===== config.mk =====
export PLATFORM = sky130hd
export DESIGN_NAME = iter_shifter
export DESIGN_NICKNAME = d
export VERILOG_FILES = /design/src/rtl/iter_shifter_pkg.sv /design/src/rtl/iter_shifter_step.sv /design/src/rtl/iter_shifter.sv
export SDC_FILE = /design/constraint.sdc
export NUM_CORES = 1
export LEC_CHECK = 0
export BUFFER_PORTS_ARGS = -buffer_cell sky130_fd_sc_hd__buf_2
export CAP_MARGIN = 20
export CORE_ASPECT_RATIO = 0.9
export CORE_MARGIN = 4
export CORE_UTILIZATION = 41
export DETAILED_ROUTE_END_ITERATION = 10
export PLACE_DENSITY = 0.74
export SETUP_SLACK_MARGIN = 0.2
export SYNTH_ARGS = -nofsm -noshare
export SYNTH_HDL_FRONTEND = slang
export SYNTH_SLANG_ARGS = --single-unit

===== constraint.sdc =====
create_clock -name clk -period 4.71 [get_ports clk]
set_input_delay 0.2355 -clock clk [delete_from_list [all_inputs] [get_ports clk]]
set_output_delay 0.2355 -clock clk [all_outputs]
set_load 0.02 [all_outputs]

===== src/rtl/iter_shifter_pkg.sv =====
// iter_shifter_pkg: shared definitions for the iterative ARM operand-2 shifter.
// Holds the shift opcode and FSM state encodings, the amount clamp constants, and
// helpers that normalise the raw opcode and compute the effective step count.
package iter_shifter_pkg;

  localparam int unsigned OPND_W      = 32;  // operand width; clamp rules assume 32
  localparam int unsigned CNT_W       = 6;   // holds effective counts 0..33
  localparam int unsigned AMT_W       = 8;   // Rs[7:0]
  localparam int unsigned OP_W        = 3;
  localparam int unsigned LSX_CLAMP   = 33;  // LSL/LSR: anything past 33 behaves as 33
  localparam int unsigned ASR_CLAMP   = 32;  // ASR: anything past 32 behaves as 32
  localparam int unsigned ROR_FULL    = 32;  // ROR by a nonzero multiple of 32
  localparam int unsigned FAST_STEPS  = 4;   // bits per cycle in the fast build

  typedef enum logic [OP_W-1:0] {
    SHIFT_LSL = 3'b000,
    SHIFT_LSR = 3'b001,
    SHIFT_ASR = 3'b010,
    SHIFT_ROR = 3'b011,
    SHIFT_RRX = 3'b100
  } shift_op_e;

  typedef enum logic [1:0] {
    ST_IDLE = 2'b00,
    ST_RUN  = 2'b01,
    ST_DONE = 2'b10
  } state_e;

  // Reserved opcodes 101..111 fall back to LSL.
  function automatic shift_op_e norm_op(input logic [OP_W-1:0] raw);
    shift_op_e op;
    case (raw)
      3'b001:  op = SHIFT_LSR;
      3'b010:  op = SHIFT_ASR;
      3'b011:  op = SHIFT_ROR;
      3'b100:  op = SHIFT_RRX;
      default: op = SHIFT_LSL;
    endcase
    return op;
  endfunction

  // Number of single-bit steps that reproduces the ARM register-shift result.
  function automatic logic [CNT_W-1:0] calc_eff(input shift_op_e op,
                                                input logic [AMT_W-1:0] num);
    logic [CNT_W-1:0] eff;
    eff = '0;
    case (op)
      SHIFT_LSR,
      SHIFT_LSL: eff = (num > AMT_W'(LSX_CLAMP)) ? CNT_W'(LSX_CLAMP) : CNT_W'(num);
      SHIFT_ASR: eff = (num > AMT_W'(ASR_CLAMP)) ? CNT_W'(ASR_CLAMP) : CNT_W'(num);
      SHIFT_ROR: begin
        if (num == '0)            eff = '0;
        else if (num[4:0] == '0)  eff = CNT_W'(ROR_FULL);
        else                      eff = CNT_W'(num[4:0]);
      end
      SHIFT_RRX: eff = CNT_W'(1);
      default:   eff = '0;
    endcase
    return eff;
  endfunction

endpackage


===== src/rtl/iter_shifter_step.sv =====
// ishift_step: one single-bit shift/rotate step (combinational).
// Ports:
//   op_i       normalised shift opcode
//   data_i     current operand
//   carry_i    current carry (feeds the vacated MSB for RRX)
//   data_c_o   operand after one step
//   carry_c_o  bit shifted out by this step
module ishift_step
  import iter_shifter_pkg::*;
#(
  parameter int unsigned DATA_W = OPND_W
) (
  input  shift_op_e         op_i,
  input  logic [DATA_W-1:0] data_i,
  input  logic              carry_i,
  output logic [DATA_W-1:0] data_c_o,
  output logic              carry_c_o
);

  always_comb begin
    data_c_o  = data_i;
    carry_c_o = carry_i;
    case (op_i)
      SHIFT_LSR: begin
        carry_c_o = data_i[0];
        data_c_o  = {1'b0, data_i[DATA_W-1:1]};
      end
      SHIFT_ASR: begin
        carry_c_o = data_i[0];
        data_c_o  = {data_i[DATA_W-1], data_i[DATA_W-1:1]};
      end
      SHIFT_ROR: begin
        carry_c_o = data_i[0];
        data_c_o  = {data_i[0], data_i[DATA_W-1:1]};
      end
      SHIFT_RRX: begin
        carry_c_o = data_i[0];
        data_c_o  = {carry_i, data_i[DATA_W-1:1]};
      end
      default: begin
        carry_c_o = data_i[DATA_W-1];
        data_c_o  = {data_i[DATA_W-2:0], 1'b0};
      end
    endcase
  end

endmodule


===== src/rtl/iter_shifter.sv =====
// iter_shifter: multi-cycle ARM barrel shifter for the operand-2 path.
// A start in IDLE latches the operand and carry, then RUN applies single-bit
// steps until the effective count is exhausted; DONE pulses for one cycle.
// Ports:
//   clk, rst          clock, asynchronous active-high reset
//   start             request, accepted only in IDLE
//   shift_op          000 LSL, 001 LSR, 010 ASR, 011 ROR, 100 RRX, others LSL
//   shift_num         shift amount Rs[7:0] (ignored for RRX)
//   shift_data        operand Rm
//   cf_in             current CPSR C flag
//   shift_out         shifted result (ALU B), held after DONE
//   shift_carry_out   shifter carry out, held after DONE
//   busy              high in RUN and DONE
//   done              one-cycle completion pulse
// Build option: define ISHIFT_FAST_EN to retire four bits per RUN cycle
// (except RRX) when at least four steps remain; results are identical.
module iter_shifter
  import iter_shifter_pkg::*;
#(
  parameter int unsigned DATA_W = OPND_W
) (
  input  logic              clk,
  input  logic              rst,
  input  logic              start,
  input  logic [OP_W-1:0]   shift_op,
  input  logic [AMT_W-1:0]  shift_num,
  input  logic [DATA_W-1:0] shift_data,
  input  logic              cf_in,
  output logic [DATA_W-1:0] shift_out,
  output logic              shift_carry_out,
  output logic              busy,
  output logic              done
);

  state_e            state_q, state_d;
  shift_op_e         op_q, op_d;
  logic [CNT_W-1:0]  count_q, count_d;
  logic [DATA_W-1:0] data_q, data_d;
  logic              carry_q, carry_d;
  logic              busy_q, busy_d;
  logic              done_q, done_d;

  shift_op_e         start_op;
  logic [CNT_W-1:0]  start_eff;

  assign start_op  = norm_op(shift_op);
  assign start_eff = calc_eff(start_op, shift_num);

  // Step chain: index 0 is the current register value.
`ifdef ISHIFT_FAST_EN
  localparam int unsigned N_STEPS = FAST_STEPS;
`else
  localparam int unsigned N_STEPS = 1;
`endif

  logic [DATA_W-1:0] step_data  [N_STEPS+1];
  logic              step_carry [N_STEPS+1];

  assign step_data[0]  = data_q;
  assign step_carry[0] = carry_q;

  for (genvar g = 0; g < N_STEPS; g++) begin : g_step
    ishift_step #(.DATA_W(DATA_W)) u_step (
      .op_i      (op_q),
      .data_i    (step_data[g]),
      .carry_i   (step_carry[g]),
      .data_c_o  (step_data[g+1]),
      .carry_c_o (step_carry[g+1])
    );
  end

  // State and datapath registers.
  always_ff @(posedge clk or posedge rst) begin
    if (rst) begin
      state_q <= ST_IDLE;
      op_q    <= SHIFT_LSL;
      count_q <= '0;
      data_q  <= '0;
      carry_q <= 1'b0;
      busy_q  <= 1'b0;
      done_q  <= 1'b0;
    end else begin
      state_q <= state_d;
      op_q    <= op_d;
      count_q <= count_d;
      data_q  <= data_d;
      carry_q <= carry_d;
      busy_q  <= busy_d;
      done_q  <= done_d;
    end
  end

  // Next-state and datapath update.
  always_comb begin
    state_d = state_q;
    op_d    = op_q;
    count_d = count_q;
    data_d  = data_q;
    carry_d = carry_q;

    case (state_q)
      ST_IDLE: begin
        if (start) begin
          data_d  = shift_data;
          carry_d = cf_in;
          op_d    = start_op;
          count_d = start_eff;
          state_d = (start_eff == '0) ? ST_DONE : ST_RUN;
        end
      end
      ST_RUN: begin
`ifdef ISHIFT_FAST_EN
        // RRX only ever runs one step, so it never takes the wide path.
        if ((count_q >= CNT_W'(FAST_STEPS)) && (op_q != SHIFT_RRX)) begin
          data_d  = step_data[FAST_STEPS];
          carry_d = step_carry[FAST_STEPS];
          count_d = count_q - CNT_W'(FAST_STEPS);
        end else begin
          data_d  = step_data[1];
          carry_d = step_carry[1];
          count_d = count_q - CNT_W'(1);
        end
`else
        data_d  = step_data[1];
        carry_d = step_carry[1];
        count_d = count_q - CNT_W'(1);
`endif
        state_d = (count_d == '0) ? ST_DONE : ST_RUN;
      end
      ST_DONE: state_d = ST_IDLE;
      default: state_d = ST_IDLE;
    endcase

    busy_d = (state_d != ST_IDLE);
    done_d = (state_d == ST_DONE);
  end

  assign shift_out       = data_q;
  assign shift_carry_out = carry_q;
  assign busy            = busy_q;
  assign done            = done_q;

endmodule


# Word-level counts from Yosys, hierarchy flattened
# Index checks and enable logic that the tools add are counted.
# W data, S select, Z words.
totals:
  mem_bits_ro: 0
  latch_bits: 0
  output_inout_bits: 35
  memories: 0
  register_bits: 46
  ramBits: 0
  word_cells: 58
classes:
  bitwise: 0
  eq_ne: 16
  order_cmp: 2
  reduce_logical: 13
  n_div: 0
  multipliers: 0
  add_sub_neg: 1
  shifts: 0
  n_mux: 18
ops:
  columns: ["operator", "n"]
  rows:
  - ["$pmux W32 S4", 1]
  - ["$pmux W32 S2", 1]
  - ["$mux W32", 1]
  - ["$mux W6", 5]
  - ["$pmux W6 S4", 1]
  - ["$eq A3 B2 Y1 const B", 6]
  - ["$gt A8 B6 Y1 const B", 2]
  - ["$logic_not A6 Y1", 2]
  - ["$pmux W3 S4", 1]
  - ["$pmux W6 S2", 1]
  - ["$eq A3 B1 Y1 const B", 3]
  - ["$eq A3 B3 Y1 const B", 3]
  - ["$logic_not A8 Y1", 1]
  - ["$mux W2", 3]
  - ["$sub A6 B1 Y6 const B", 1]
  - ["$logic_not A5 Y1", 1]
  - ["$ne A2 B2 Y1 const B", 2]
  - ["$pmux W2 S2", 1]
  - ["$reduce_and A2 Y1", 2]
  - ["$reduce_bool A2 Y1", 2]
  - ["$reduce_or A4 Y1", 1]
  - ["$logic_not A3 Y1", 1]
  - ["$reduce_and A3 Y1", 1]
  - ["$eq A2 B1 Y1 const B", 1]
  - ["other kinds (5)", 6]

# Logic depth before layout (Yosys ltp)
# Gate-level depths: netlist (run 1).
logic_depth:
  ltp_word: 10
  mapped_depth: 9

# Cells and area by module
# A second synthesis (run 1) with hierarchy kept.
unflattened:
  cells_unflattened: 310
  area_unflattened_um2: 3016.6
by_module_without_submodules:
  columns: ["module", "area_each_um2", "cells_per_inst", "instances"]
  rows:
  - ["iter_shifter", 2544.9, 266, 1]
  - ["ishift_step", 471.7, 44, 1]

# Least setup slack after synthesis (run 1)
# Ideal clock, no wire load.
synth_path:
  path_kind: "input-to-reg"
  from: "input shift_num[1]"
  to: "register done_q, in the netlist done"
  cell_stages: 5
  path_slack_ps: 2936
  setup_ps: 131
  t_required_ps: 4579
  arrival_time_ps: 1643
  path_cell_list: "or4_4 > buf_6 > or4b_4 > a21oi_2 > o31ai_1"
synth_between:
  elab_chain_len: 9
synth_rtl:
  columns: ["item", "line", "text"]
  rows:
  - ["from (decl)", "iter_shifter.sv:26", "input logic [AMT_W-1:0] shift_num,"]
  - ["parallel branches: the longest is 3 deep, another holds $gt A8 B6 Y1", null, null]
  - ["$pmux W6 S4 *", "iter_shifter_pkg.sv:47", "case (op)"]
  - ["$logic_not A6 Y1 *", "iter_shifter.sv:108", "state_d = (start_eff == '0) ? ST_DONE : ST_RUN;"]
  - ["$mux W2 *", "iter_shifter.sv:108", null]
  - ["$mux W2 *", "iter_shifter.sv:103", "if (start) begin"]
  - ["$pmux W2 S2 *", "iter_shifter.sv:101", "case (state_q)"]
  - ["$eq A2 B2 Y1 *", "iter_shifter.sv:135", "done_d = (state_d == ST_DONE);"]
  - ["named net done_d", "iter_shifter.sv:41", "logic done_q, done_d;"]
  - ["to (signal assigned)", "iter_shifter.sv:89", "done_q <= done_d;"]
  - ["to (decl)", "iter_shifter.sv:41", null]
# Mark *: on every way through the listed nets, which the timed path passes.
# A chain may end at the register's enable or synchronous reset.

# Worst setup path in the final report (run 1)
layout_path:
  from: "register op_q[0]"
  to: "register data_q[25], in the netlist shift_out[25]"
layout_between:
  elab_chain_len: 3
layout_rtl:
  columns: ["item", "line", "text"]
  rows:
  - ["from (decl)", "iter_shifter.sv:36", "shift_op_e op_q, op_d;"]
  - ["from (signal assigned)", "iter_shifter.sv:84", "op_q <= op_d;"]
  - ["$eq A3 B3 Y1, or another cell as far along", "iter_shifter_step.sv:23", "case (op_i)"]
  - ["$pmux W32 S4 *", "iter_shifter_step.sv:23", null]
  - ["$pmux W32 S2 *", "iter_shifter.sv:101", null]
  - ["to (signal assigned)", "iter_shifter.sv:86", "data_q <= data_d;"]
  - ["to (decl)", "iter_shifter.sv:38", "logic [DATA_W-1:0] data_q, data_d;"]
# Every way passes the cells marked *; elsewhere a longest branch is shown, timed or not.

==> key figures, run 1 <==
Floorplanning
  – Die area: 0.008355 mm2
  – DIE WIDTH: 95.91 um
  – FP Rows: 28
  – I/O pins: 82
  – Initial Utilization: 0.4284
  – Core Area: 0.006656 mm2
  – DIE HEIGHT: 87.12 um

Place
  – Placed Cells: 484
  – Routability cong.: 0.8479
  – HPWL Detailed: 5520 um
  – DP Worst Slack: 1.841 ns
  – Buffers on Ports: 81

Synth
  – Post-synth top area share: 0.4037
  – Simple-gate area share of the yosys netlist: 0.2207
  – Syn Area/Cell: 8.338 um2
  – Yosys warning total: 0
  – Synth area leaders: dfrtp_1 40%, a211oi_1 8.7%, o21ai_1 7.4%
  – Synth Area in Adders: 0.008776
  – Mapped Cells: 342
  – EDFF count, synth: 0
  – Async S/R FF share, synth: 1.000
  – Synth Area in XOR/XNOR: 0
  – Post-synthesis mux area share: 0.007459
  – Main synth FF type: dfrtp_1
  – Distinct cells, synth: 54
  – Synth Area in Compound Gates: 0.3058
  – Largest family of logic cells by synthesized area: compound AO/OA/AOI/OAI gates
  – Syn nets: 391
  – Synth Register Bits: 46
  – Sequential fraction of the synthesis area: 0.4037
  – Post-Syn Area: 0.002851 mm2
  – Largest area contributor in the netlist: dfrtp_1

Final layout
  – Most common cell after layout, fill and taps aside: buf_2
  – ANT cells: 0
  – # nets final: 452
  – Commonest non-fill, non-tap cells in the layout: 81 x buf_2, 46 x dfrtp_1, 41 x o21ai_1
  – Layout area overhead: 18.34%
  – Final Non-Filler Cells: 493
  – Ratio of cells with drive above 1 in the final layout: 0.2481

CTS
  – Worst-Skew Late Latency: 0.29 ns
  – CTS tree: yes
  – CTS H-Tree Depth: 2
  – Postcts setup bufs: 0
  – Sink Count: 46
  – CTS clk-pin slew, worst paths: 0.08 ns
  – Clock buffer count from CTS: 5
  – CTS resizes: 0
  – Clk root buf: clkbuf_8
  – CTS max path bufs: 2

Setup path
  – Max FO, Critical Path: 33
  – Worst Setup Path Type: reg2reg
  – R2r setup slk: 1.79 ns
  – Worst Path Buf+Inv: 0
  – Crit path launch type: flop
  – Cell Chain, Critical Path: o21ai_2, nand2_1, a211oi_1, o21ai_1
  – CP peak stage delay: 0.90 ns
  – Crit path DAT: 3.09 ns
  – Critical Path Sink Type: flop
  – Cell family with the largest share of critical-path delay: compound AO/OA/AOI/OAI gates
  – CP max-delay cell: nand2_1
  – Worst Path Required: 4.88 ns

Timing
  – Slew margin rel.: 0.3229
  – Setup TNS: 0 ns
  – RSZ-0062 raised after global routing: no
  – Crit share post-route: 0.6193
  – Min Tclk post-route: 2.917 ns
  – Setup Viol. Count Final: 0
  – Layout Skew: 0.007591 ns
  – Maximum clock frequency: 342.8 MHz
  – Final worst slack: 1.793 ns
  – Worst-margin pin slew: 1.013 ns
  – Final Slew Violations: 0
  – Final count of hold timing violations: 0

Pwr
  – Total power draw: 2.395 mW
  – Sw Ratio: 0.4812
  – PwrDens: 709.7 mW/mm2
  – Sw power: 1.153 mW
  – Clk pwr share: 0.094
  – Pint: 1.242 mW
  – Comb power frac: 0.563
  – Pleak: 1.524 nW
  – Worst IR Drop VDD: 0.2581 mV
  – Sequential Power Share: 0.343

Global route
  – Initial antenna violation count: 0
  – Largest net degree at the start of global routing: 47
  – Vias in the first global route: 2553
  – Total grt overflow: 0
  – GRT Total Usage: 0.1937
  – First-pass GRT wire length: 13050 um

Flow run
  – Max Cap Violations: 0

Route
  – Drt initial violations: 224
  – Via-to-Cell Ratio: 5.846
  – Drt first pass iters: 4
  – Drc violations: 0
  – DRT antenna net count: 0
  – Final wirelength: 7982 um
  – DR WL/cell: 16.19 um
  – Via count: 2882

Worst hold path
  – Hold/Removal Path Class: in2reg

Run status
  – Status: finished, final reports clean
path summary, 6_finish.rpt:
path                               start             to  cells past startpoint
hold / removal             shift_data[9]   shift_out[9]                      3
setup / recovery                 op_q[0]  shift_out[25]                      4
hold reg to reg             shift_out[9]   shift_out[9]                      2
max in group asynchronous            rst     count_q[5]                      4
min in group asynchronous            rst  shift_out[11]                      3
setup reg to reg                 op_q[0]  shift_out[25]                      4
sequential cells by signal, indices dropped and copies added, names as in the netlist:
signal and cells:
done 1, shift_out 32, shift_carry_out 1, busy 1, state_q 2, count_q 6
op_q 3
per-stage QoR:
step	hold slack, ns	area [um2]	utilization
6_report	0.2150	3374	0.5070
5_1_grt	0.2196	3374	0.5070
4_1_cts	0.1907	3344	0.5024
3_5_place_dp	0.5100	3268	0.4910
3_3_place_gp	0.5075	3268	0.4910
2_1_floorplan	0.3938	2851	-
cell families (layout without fill, tap and decap cells):
family                   Yosys count  count (layout)
AO/OA/AOI/OAI                    138             138
adder cells (fa/ha/maj)            2               2
buffers and inverters             38              99
flip-flops                        46              46
AND/OR/NAND/NOR                  116             116
multiplexers                       2               2
synth_stat cells, types with 3 or more instances:
| master | number |
|---|---|
| a211oi_1 | 33 |
| a21oi_1 | 6 |
| and3_1 | 31 |
| clkbuf_1 | 29 |
| dfrtp_1 | 46 |
| inv_1 | 5 |
| nand2_1 | 39 |
| nand2b_1 | 4 |
| nand3_1 | 6 |
| nand4_1 | 7 |
| nor2_1 | 8 |
| nor2b_1 | 3 |
| nor3b_1 | 3 |
| o21ai_0 | 28 |
| o21ai_1 | 42 |
| o31ai_1 | 4 |
what timing repair did:
item	CTS	global route
endpoints found under the setup margin	0	0
hold buffers	0	1
hold endpoints to repair	0	4
per-layer routing:
metal,vias up,GRT usage,part of all wire
met3,6,0.02939,0.070
met4,0,0.04134,0.0098
met2,112,0.2942,0.45
met1,1367,0.2910,0.47
li1,1397,-,-
met5,-,0,0
power by group through the flow:
stage,clock (mW),combinational (mW),sequential (mW)
finish,0.226,1.35,0.822
global route,0.254,1.49,0.848
CTS,0.232,1.35,0.815
global placement,0,1.31,0.815
detailed placement,0,1.35,0.822
floorplan,0,0.846,0.935
worst reg2reg max path, stage by stage (launching register included):
cell and delay (ns):
dfrtp_1 0.46, o21ai_2 0.82, nand2_1 0.90, a211oi_1 0.51, o21ai_1 0.11
cell type report:
class	count	area, um2
repair buffers	86	457.9
flip-flops and latches	46	1151
well taps	90	112.6
fillers	657	3282
inverters	6	22.52
clock buffers	7	76.32
multi-input cells	258	1554
(Power assumes the default switching activity.)
==> run 2, diff against run 1 <==
PLACE_DENSITY = 0.77   (was 0.74)
clock period = 2.46 ns   (was 4.71 ns; I/O delays follow)
==> run 2 against run 1 <==
Compared with the run above: core utilization is 0.53 points higher; wire length is 0.78% lower; final area is 1.0% higher; hold slack worse by 0.17 ns; critical path depth stayed put.
==> key figures, run 2 (synthesis results as in run 1) <==
Final layout
  – Final Non-Filler Cells: 499 (was 493)
  – Most common cell after layout, fill and taps aside: buf_2 (unchanged)
  – Ratio of cells with drive above 1 in the final layout: 0.2641 (was 0.2481)
  – ANT cells: 0 (unchanged)
  – Max reg flops: 32 (unchanged)
  – Commonest non-fill, non-tap cells in the layout: 81 x buf_2, 46 x dfrtp_1, 42 x o21ai_1 (was 81 x buf_2, 46 x dfrtp_1, 41 x o21ai_1)
  – Layout area overhead: 19.57% (was 18.34%)
  – Fillers: 655 (was 657)
  – # nets final: 457 (was 452)

Place
  – HPWL Detailed: 5587 um (was 5520 um)
  – Placed Cells: 491 (was 484)
  – Buffers on Ports: 81 (unchanged)
  – DP Worst Slack: 0.4818 ns (was 1.841 ns)
  – Routability cong.: 0.8820 (was 0.8479)

Timing
  – Crit share post-route: 0.7995 (was 0.6193)
  – Final worst slack: 0.4932 ns (was 1.793 ns)
  – Final count of hold timing violations: 0 (unchanged)
  – Slew margin rel.: 0.3594 (was 0.3229)
  – Setup TNS: 0 ns (unchanged)
  – RSZ-0062 raised after global routing: no (unchanged)
  – Worst-margin pin slew: 0.9595 ns (was 1.013 ns)
  – Min Tclk post-route: 1.967 ns (was 2.917 ns)
  – Layout Skew: 0.006919 ns (was 0.007591 ns)
  – Setup Viol. Count Final: 0 (unchanged)
  – Final Slew Violations: 0 (unchanged)
  – Maximum clock frequency: 508.4 MHz (was 342.8 MHz)
  – Hold WS: 0.04114 ns (was 0.2150 ns)

Setup path
  – R2r setup slk: 0.49 ns (was 1.79 ns)
  – CP peak stage delay: 0.73 ns (was 0.90 ns)
  – Worst Path Required: 2.63 ns (was 4.88 ns)
  – Crit path launch type: flop (unchanged)
  – Worst r2r dst: shift_carry_out (was shift_out[25])
  – Crit path DAT: 2.14 ns (was 3.09 ns)
  – Critical Path Sink Type: flop (unchanged)
  – Worst reg2reg path depth: 4 (unchanged)
  – Max FO, Critical Path: 33 (unchanged)
  – Cell Chain, Critical Path: or3_2, and3_1, a211oi_1, o22ai_1 (was o21ai_2, nand2_1, a211oi_1, o21ai_1)
  – Worst Setup Path Type: reg2reg (unchanged)
  – CP max-delay cell: or3_2 (was nand2_1)
  – FF-to-FF Start: op_q[0] (unchanged)

CTS
  – Sink Count: 46 (unchanged)
  – CTS clk-pin slew, worst paths: 0.09 ns (was 0.08 ns)
  – CTS max path bufs: 2 (unchanged)
  – Worst-Skew Late Latency: 0.29 ns (about the same)
  – Clock buffer count from CTS: 5 (unchanged)
  – Postcts setup bufs: 0 (unchanged)
  – CTS tree: yes (unchanged)
  – Clk root buf: clkbuf_8 (unchanged)
  – CTS H-Tree Depth: 2 (unchanged)

Floorplanning
  – Initial Utilization: 0.4284 (unchanged)
  – Core Area: 0.006656 mm2 (unchanged)
  – DIE HEIGHT: 87.12 um (unchanged)
  – FP Rows: 28 (unchanged)
  – I/O pins: 82 (unchanged)
  – Die area: 0.008355 mm2 (unchanged)
  – DIE WIDTH: 95.91 um (unchanged)

Pwr
  – Pleak: 1.553 nW (was 1.524 nW)
  – PwrDens: 1374 mW/mm2 (was 709.7 mW/mm2)
  – Worst IR Drop VDD: 0.4215 mV (was 0.2581 mV)

Global route
  – Vias in the first global route: 2757 (was 2553)
  – First-pass GRT wire length: 13080 um (was 13050 um)
  – Initial antenna violation count: 0 (unchanged)
  – Largest net degree at the start of global routing: 47 (unchanged)
  – Total grt overflow: 0 (unchanged)
  – GRT Total Usage: 0.1942 (was 0.1937)

Route
  – Drt initial violations: 211 (was 224)
  – Drt first pass iters: 4 (unchanged)
  – Final wirelength: 7920 um (was 7982 um)
  – DRT antenna net count: 0 (unchanged)
  – Via-to-Cell Ratio: 5.870 (was 5.846)
  – Drc violations: 0 (unchanged)
  – DR WL/cell: 15.87 um (was 16.19 um)
  – Via count: 2929 (was 2882)

Run status
  – Status: finished, final reports clean (unchanged)

Flow run
  – Max Cap Violations: 0 (unchanged)

Worst hold path
  – Hold/Removal Path Class: in2async (was in2reg)
## run 2: metal layers
metal	up-vias	track usage	part of all wire
met4	0	0.06977	0.016
met1	1380	0.2803	0.46
met2	120	0.2967	0.45
li1	1417	-	-
met5	-	0	0
met3	12	0.02679	0.070
## run 2: cell type report
| cell class | count | area [um2] | area share |
|---|---|---|---|
| Multi-Input combinational cell | 258 | 1551 | 0.4550 |
| Tap cell | 90 | 112.6 | 0.03303 |
| Clock inverter | 1 | 5.005 | 0.001468 |
| Timing Repair Buffer | 91 | 480.5 | 0.1409 |
| Clock buffer | 7 | 86.33 | 0.02532 |
| Inverter | 6 | 22.52 | 0.006606 |
| Sequential cell | 46 | 1151 | 0.3376 |
## run 2: worst max path at each step
stage,end,from,cells after the start
final,shift_carry_out,op_q[0],4
after global routing,shift_carry_out,op_q[0],4
after CTS,shift_out[23],op_q[1],5
after detailed placement,shift_out[23],op_q[1],5
after global placement,shift_carry_out,op_q[0],5
after floorplan,count_q[5],state_q[0],8
## run 2: worst max-delay path, delay by kind of cell, from the launching register on
kind / cells / cell delay, ns
AO/OA/AOI/OAI: 2 / 0.37
AND/OR/NAND/NOR: 2 / 1.02
flip-flops: 1 / 0.46
## run 2: what timing repair did
action	CTS	global route
resized for setup	0	1
hold endpoints to repair	0	0
endpoints found under the setup margin	0	1
hold buffers	0	0
## run 2: power breakdown
part	internal, mW	switching, mW
registers	1.14	0.423
clock network	0.227	0.248
logic	1.09	1.55
total	2.46	2.22
## run 2: through the flow
step	total power, mW	instance area [um2]	util
4_1_cts	4.684	3408	0.5120
6_report	4.685	3410	0.5122
3_5_place_dp	4.195	3317	0.4983
3_3_place_gp	4.127	3317	0.4983
2_1_floorplan	3.409	2851	-
5_1_grt	5.088	3410	0.5122
